==> config.mk <==
export PLATFORM = sky130hd
export DESIGN_NAME = snoop_coordinator
export DESIGN_NICKNAME = d
export VERILOG_FILES = /design/src/rtl/snoop_coordinator.sv
export SDC_FILE = /design/constraint.sdc
export NUM_CORES = 1
export LEC_CHECK = 0
export CORE_UTILIZATION = 38
export CTS_CLUSTER_DIAMETER = 60
export DETAILED_ROUTE_END_ITERATION = 8
export HOLD_SLACK_MARGIN = 0.05
export PLACE_DENSITY_LB_ADDON = 0.25
export SKIP_CTS_REPAIR_TIMING = 1
export SLEW_MARGIN = 0
export SYNTH_ARGS = -nofsm -noshare
export SYNTH_HDL_FRONTEND = slang
export SYNTH_SLANG_ARGS = --single-unit
==> constraint.sdc <==
create_clock -name clk -period 1.8 [get_ports clk]
set_clock_uncertainty 0.1 [all_clocks]
set_input_delay 0.27 -clock clk [delete_from_list [all_inputs] [get_ports clk]]
set_output_delay 0.27 -clock clk [all_outputs]
set_load 0.01 [all_outputs]
==> src/rtl/snoop_coordinator.sv <==
// rtl/snoop_coordinator.sv - two-cache snoop/fill coordinator with round-robin arbitration
// Optional WAIT_RDY timeout enabled by defining SNOOP_TIMEOUT_EN.
module snoop_coordinator #(
    parameter int SNOOP_TIMEOUT = 8
) (
    input  logic        clk,
    input  logic        reset,
    input  logic [1:0]  req,
    input  logic [5:0]  req_addr0,
    input  logic [5:0]  req_addr1,
    input  logic [1:0]  inv_out,
    input  logic [1:0]  snoop_ready,
    input  logic [1:0]  snoop_hit_out,
    input  logic [31:0] snoop_data0,
    input  logic [31:0] snoop_data1,
    output logic [1:0]  snoop_in,
    output logic [1:0]  invalidate_in,
    output logic [1:0]  snoop_hit_in,
    output logic [5:0]  snoop_addr,
    output logic [31:0] fill_data,
    output logic [1:0]  grant,
    output logic [1:0]  done,
    output logic        mem_rd,
    output logic [5:0]  mem_addr,
    input  logic [31:0] mem_rdata,
    input  logic        mem_ack
);

    typedef enum logic [2:0] {IDLE, SNOOP, WAIT_RDY, MEM_RD, FILL} state_t;

    state_t      state_q, state_d;
    logic        idx_q, idx_d;
    logic        rr_q, rr_d;
    logic [5:0]  addr_q, addr_d;
    logic [31:0] fill_data_q, fill_data_d;
    logic        hit_q, hit_d;
    logic        stale_q, stale_d;
    logic [1:0]  inv_q, inv_d;
    logic [1:0]  grant_q, grant_d;

    logic        peer;
    logic        sel;
    logic        stale_now;
    logic        timeout;
    logic [31:0] peer_data;

    assign peer      = ~idx_q;
    assign peer_data = peer ? snoop_data1 : snoop_data0;
    assign stale_now = stale_q | inv_out[peer];

`ifdef SNOOP_TIMEOUT_EN
    localparam int CW = $clog2(SNOOP_TIMEOUT) + 1;
    logic [CW-1:0] cnt_q, cnt_d;

    assign cnt_d   = (state_q == WAIT_RDY) ? cnt_q + CW'(1) : '0;
    assign timeout = (cnt_q == CW'(SNOOP_TIMEOUT - 1));

    always_ff @(posedge clk) begin
        if (reset) cnt_q <= '0;
        else       cnt_q <= cnt_d;
    end
`else
    assign timeout = 1'b0;
`endif

    // Invalidates cross over to the other cache regardless of the transaction in flight.
    assign inv_d = {inv_out[0], inv_out[1]};

    always_comb begin
        state_d      = state_q;
        idx_d        = idx_q;
        rr_d         = rr_q;
        addr_d       = addr_q;
        fill_data_d  = fill_data_q;
        hit_d        = hit_q;
        stale_d      = stale_q;
        grant_d      = grant_q;
        sel          = 1'b0;
        snoop_in     = 2'b00;
        snoop_hit_in = 2'b00;
        snoop_addr   = 6'h0;
        done         = 2'b00;
        mem_rd       = 1'b0;
        mem_addr     = 6'h0;
        case (state_q)
            IDLE: begin
                if (req != 2'b00) begin
                    sel     = (req == 2'b11) ? rr_q : req[1];
                    idx_d   = sel;
                    grant_d = sel ? 2'b10 : 2'b01;
                    addr_d  = sel ? req_addr1 : req_addr0;
                    hit_d   = 1'b0;
                    stale_d = 1'b0;
                    state_d = SNOOP;
                end
            end
            SNOOP: begin
                snoop_in[peer] = 1'b1;
                snoop_addr     = addr_q;
                stale_d        = stale_now;
                state_d        = WAIT_RDY;
            end
            WAIT_RDY: begin
                stale_d = stale_now;
                if (snoop_ready[peer]) begin
                    // A peer invalidate seen since the snoop means its data is stale.
                    if (snoop_hit_out[peer] && !stale_now) begin
                        fill_data_d = peer_data;
                        hit_d       = 1'b1;
                        state_d     = FILL;
                    end else begin
                        state_d = MEM_RD;
                    end
                end else if (timeout) begin
                    state_d = MEM_RD;
                end
            end
            MEM_RD: begin
                mem_rd   = 1'b1;
                mem_addr = addr_q;
                if (mem_ack) begin
                    fill_data_d = mem_rdata;
                    state_d     = FILL;
                end
            end
            FILL: begin
                done[idx_q]         = 1'b1;
                snoop_hit_in[idx_q] = hit_q;
                snoop_addr          = addr_q;
                rr_d                = ~idx_q;
                grant_d             = 2'b00;
                state_d             = IDLE;
            end
            default: state_d = IDLE;
        endcase
    end

    always_ff @(posedge clk) begin
        if (reset) begin
            state_q     <= IDLE;
            idx_q       <= 1'b0;
            rr_q        <= 1'b0;
            addr_q      <= 6'h0;
            fill_data_q <= 32'h0;
            hit_q       <= 1'b0;
            stale_q     <= 1'b0;
            inv_q       <= 2'b00;
            grant_q     <= 2'b00;
        end else begin
            state_q     <= state_d;
            idx_q       <= idx_d;
            rr_q        <= rr_d;
            addr_q      <= addr_d;
            fill_data_q <= fill_data_d;
            hit_q       <= hit_d;
            stale_q     <= stale_d;
            inv_q       <= inv_d;
            grant_q     <= grant_d;
        end
    end

    assign invalidate_in = inv_q;
    assign fill_data     = fill_data_q;
    assign grant         = grant_q;

endmodule

* Word level (Yosys, flattened, before mapping)
Cells that the tools add are included.
** Word-level totals
- Flip-flop bits (word level) :: 49
- Output and inout bits :: 55
** Cells by class
- Order comparisons :: 4
- Equal/unequal tests :: 9
- Mux-type cells :: 36
- Bitwise logic cells :: 3
- Reduce and logical (&&, ||, !) cells :: 18
** Operators by type and width (number)
- two-way mux 32 bit :: 4
- one-hot mux 32 bit (2 select lines) :: 1
- two-way mux 6 bit :: 3
- two-way mux 1 bit :: 13
- two-way mux 3 bit :: 4
- one-hot mux 3 bit (4 select lines) :: 1
- two-way mux 2 bit :: 5
- nonzero test 2 bit :: 5
- != test 2 bit (second input constant) :: 4
- AND reduction 4 bit :: 2
- == test 3 x 2 -> 1 bit (second input constant) :: 2
- AND reduction 2 bit :: 3
- less-than comparator 1 x 2 -> 1 bit (second input constant) :: 2
- one-hot mux 1 bit (2 select lines) :: 2
- one-hot mux 2 bit (2 select lines) :: 1
- OR reduction 2 bit :: 2
- == test 3 x 1 -> 1 bit (second input constant) :: 1
- == test 3 bit (second input constant) :: 1
- logical AND 1 bit :: 3
- zero test 3 bit :: 1
- AND reduction 3 bit :: 1
- bitwise AND 2 bit :: 1
- demux 1 bit (select 1 bit) :: 2
- == test 2 bit (second input constant) :: 1
- 4 further kinds :: 5

* Longest topological paths before layout
- Word-level depth :: 9
- Depth in mapped cells :: 8
- Mapped depth without buffers :: 5

* Least setup slack after synthesis
Ideal clock, no wire load.
- Path type :: register -> register
- Start point :: register idx_q
- End point :: register fill_data_q[0] (netlist: fill_data[0])
- Library setup time :: 0.120 ns
- Arrival :: 1.419 ns
- Required time :: 1.580 ns
- Slack :: 0.162 ns
- Stages on the path, launching flop included :: 8
- Path through :: dfxtp_1 > buf_6 > nor4b_4 > nor2_1 > o31a_1 > buf_6 > buf_6 > mux2i_1
** Between the ends
- Word-level cells in the longest chain between the ends :: 7
** Ends and longest elaborated chain
- from (decl) :: RTL line 32 : logic idx_q, idx_d;
- from (signal assigned) :: RTL line 151 : idx_q <= idx_d;
- two-way mux 1 bit (not written as such) (2 in series) :: RTL line 49 : assign stale_now = stale_q | inv_out[peer];
- OR 1 bit :: RTL line 49
- zero test 1 bit :: RTL line 107 : if (snoop_hit_out[peer] && !stale_now) begin
- logical AND 1 bit :: RTL line 107
- != test 2 bit (no line)
- AND reduction 4 bit (no line)
- to (signal assigned) :: RTL line 154 : fill_data_q <= fill_data_d;
- to (decl) :: RTL line 35 : logic [31:0] fill_data_q, fill_data_d;
Several ways; a longest one is shown, not always the timed one. The select of a mux whose other input is x is not followed.
A chain may end at the register's enable or synchronous reset.

* Worst setup path after layout
- Start point :: register state_q[0]
- End point :: output mem_addr[4]
** Between the ends
- Word-level cells in the longest chain between the ends :: 2
** Ends and longest elaborated chain
- from (decl) :: RTL line 31 : state_t state_q, state_d;
- from (signal assigned) :: RTL line 150 : state_q <= state_d;
- == test 3 x 2 -> 1 bit :: RTL line 85 : case (state_q)
- two-way mux 6 bit :: RTL line 85
- to (decl) :: RTL line 24 : output logic [5:0] mem_addr,
Every way passes these cells.

==> flow_summary.json <==
{
  "drv_slew": 0,
  "worstPathArrival_ps": 1390,
  "synth.cell_area_mm2": 0.00294,
  "grt_pass1_vias": 2926,
  "syn2layout_area_growth_pct": 70.6,
  "gr-max-usage-layer": "met2",
  "grt_usage_pct": 19.4,
  "crit_fanout": 7,
  "period_share_pct": 97.7,
  "cts.clk_slew.worst_paths_ps": 80,
  "ys_ff_latch": 49,
  "nets": 621,
  "fp.dieW_um": 90.0,
  "drt_iter0_drc": 99,
  "diodes": 0,
  "via_per_inst": 4.93,
  "final-hold-violation-count": 0,
  "hp-start": "reset",
  "worstMarginPinSlew_ps": 440,
  "grt_overflow": 0,
  "power_w": 0.00274,
  "setup_viol": 0,
  "layout_setup_ws_ps": 42.2,
  "netlist_instances": 324,
  "synth_top_area_share_pct": 33.3,
  "min_period_ps": 1760,
  "hpwl_um": 6220,
  "grt_util_met1_pct": 21.4,
  "layout_commonest_cell": "clkdlybuf4s50_1",
  "io_pins": 174,
  "slew_headroom_pct": 70.7,
  "ys_top_cells_by_area": "dfxtp_1, mux2i_1, a211o_1",
  "crit_required_ps": 1430,
  "drt_pass1_iterations": 4,
  "power_frac_seq_pct": 44.0,
  "antenna_found_initial": 0,
  "via_count": 2965,
  "grt_max_degree": 82,
  "grt_util_met2_pct": 36.4,
  "layout_common_cells": "clkdlybuf4s50_1, mux2i_1, nor2_1, dfxtp_1, nand2b_1",
  "clkLatencyLatePin_ps": 280,
  "synth.avg_cell_area_um2": 9.09,
  "p_leak_nw": 2.45,
  "fmax_mhz": 569,
  "portBuffers": 173,
  "h-tree-depth": 2,
  "grtUsageMet3_pct": 4.74,
  "wire_per_inst_um": 13.6,
  "cap_violations": 0,
  "status": "finished, final reports clean",
  "routed_wl_um": 8190,
  "pre_cts_ws_ps": -203,
  "pwr-share-clk_pct": 22.0,
  "grt_pass1_wl_um": 13000,
  "cts_made_buffers": 5,
  "place.gp.congestion": 0.797,
  "yosys.area.top_type": "dfxtp_1",
  "core_area_mm2": 0.00737,
  "ys_seq_area_share_pct": 33.3,
  "cts_tree": "done",
  "num_rows": 31,
  "detail-route-antenna-nets": 0,
  "die_h_um": 90.0,
  "switching_share_pct": 26.5,
  "start_util_pct": 39.9,
  "drcViolationCount": 0,
  "worstSetupStartpoint": "state_q[0]",
  "yosysUniqueCellTypes": 32,
  "power.internal_w": 0.00201,
  "drive_above_1_share_pct": 9.15,
  "rsz0062_at_grt": "yes",
  "cts_root_buf": "clkbuf_8",
  "syn_nets": 443,
  "start_kind": "flop",
  "dieArea_mm2": 0.00810,
  "hold_path.class": "input pin to flop",
  "cts.sinks": 49,
  "ys.warnings.count": 0,
  "crit_type": "flop to output port",
  "combPwrFrac_pct": 33.9,
  "power_density_mw_per_mm2": 545,
  "reg2reg_from": "idx_q",
  "ir_drop_v": 0.000306,
  "final_util_pct": 68.2,
  "worstSetupEndpointType": "output port",
  "cts_buffer_depth": 2,
  "p_sw_w": 0.000726
}
## state kept, by name (all words and copies together), names as in the netlist
name	flops
fill_data	32
idx_q	1
invalidate_in	2
grant	2
stale_q	1
state_q	3
rr_q	1
hit_q	1
addr_q	6
## power by group through the flow
stage	clock network, W	registers [W]	logic, W
finish	0.000603	0.00120	0.000928
global route	0.000671	0.00122	0.00101
CTS	0.000628	0.00120	0.000928
detailed placement	0	0.00123	0.000923
global placement	0	0.00122	0.000908
floorplan	0	0.00122	0.000441
## area by class of cell
class | count | area, um2
Timing Repair Buffer | 200 | 2010
Sequential cell | 49 | 991
Tap cell | 99 | 124
Multi-Input combinational cell | 244 | 1820
Clock buffer | 8 | 80.1
Inverter | 2 | 7.51
Fill cell | 632 | 2350
## cell families (layout without fill, tap and decap cells)
| family | after synthesis | in the layout | share of synthesized area, % |
|---|---|---|---|
| multiplexers | 72 | 72 | 24.5 |
| buffers and inverters | 31 | 210 | 5.82 |
| XOR/XNOR | 2 | 2 | 0.595 |
| AND/OR/NAND/NOR | 118 | 118 | 21.4 |
| AO/OA/AOI/OAI | 52 | 52 | 14.3 |
| flip-flops | 49 | 49 | 33.3 |
## path summary, 6_finish.rpt
path                         to  cells after the start  slack [ps]
hold reg to reg        grant[0]                      2         370
setup reg to reg  fill_data[29]                      5         110
hold / removal          stale_q                      3         360
setup / recovery    mem_addr[4]                      5          40
## routing by layer
metal	up-vias	routed length, um	share of wire [%]
li1	1500	-	-
met1	1365	3240	40
met2	86	4320	53
met3	14	460	5.6
met4	0	159	1.9
met5	-	0	0
## worst max-delay path: stages, from the launching register on
cell and delay (ps):
dfxtp_4 410, nand3b_1 140, inv_2 140, buf_4 130, and2_1 120, dlymetal6s2s_1 160
## synthesized netlist by cell type (all sizes together)
master and instances:
clkbuf 14, nor4bb 1, nor2b 4, xnor2 2, a211oi 6, nor3 5
a311oi 1, nand3 1, and4bb 1, a221oi 1, a32oi 2, inv 2
o21a 2, dfxtp 49, buf 15, o21ai 4, and3 1, nor2 48
a211o 32, nand2 5, and2 14, a21oi 2, nand2b 34, a22oi 1
mux2 1, o31a 1, nor4b 2, nand3b 2, mux2i 71
## through the flow
stage	cells	instance area, um2	hold WS (ps)	setup TNS (ps)
3_3_place_gp	591	4840	360	-5450
4_1_cts	599	4920	359	-6170
5_1_grt	602	5020	366	-78.4
2_1_floorplan	324	2940	298	0
3_5_place_dp	591	4840	360	-6550
6_report	602	5020	361	0
Note: power is estimated with default switching activity, not from simulation.
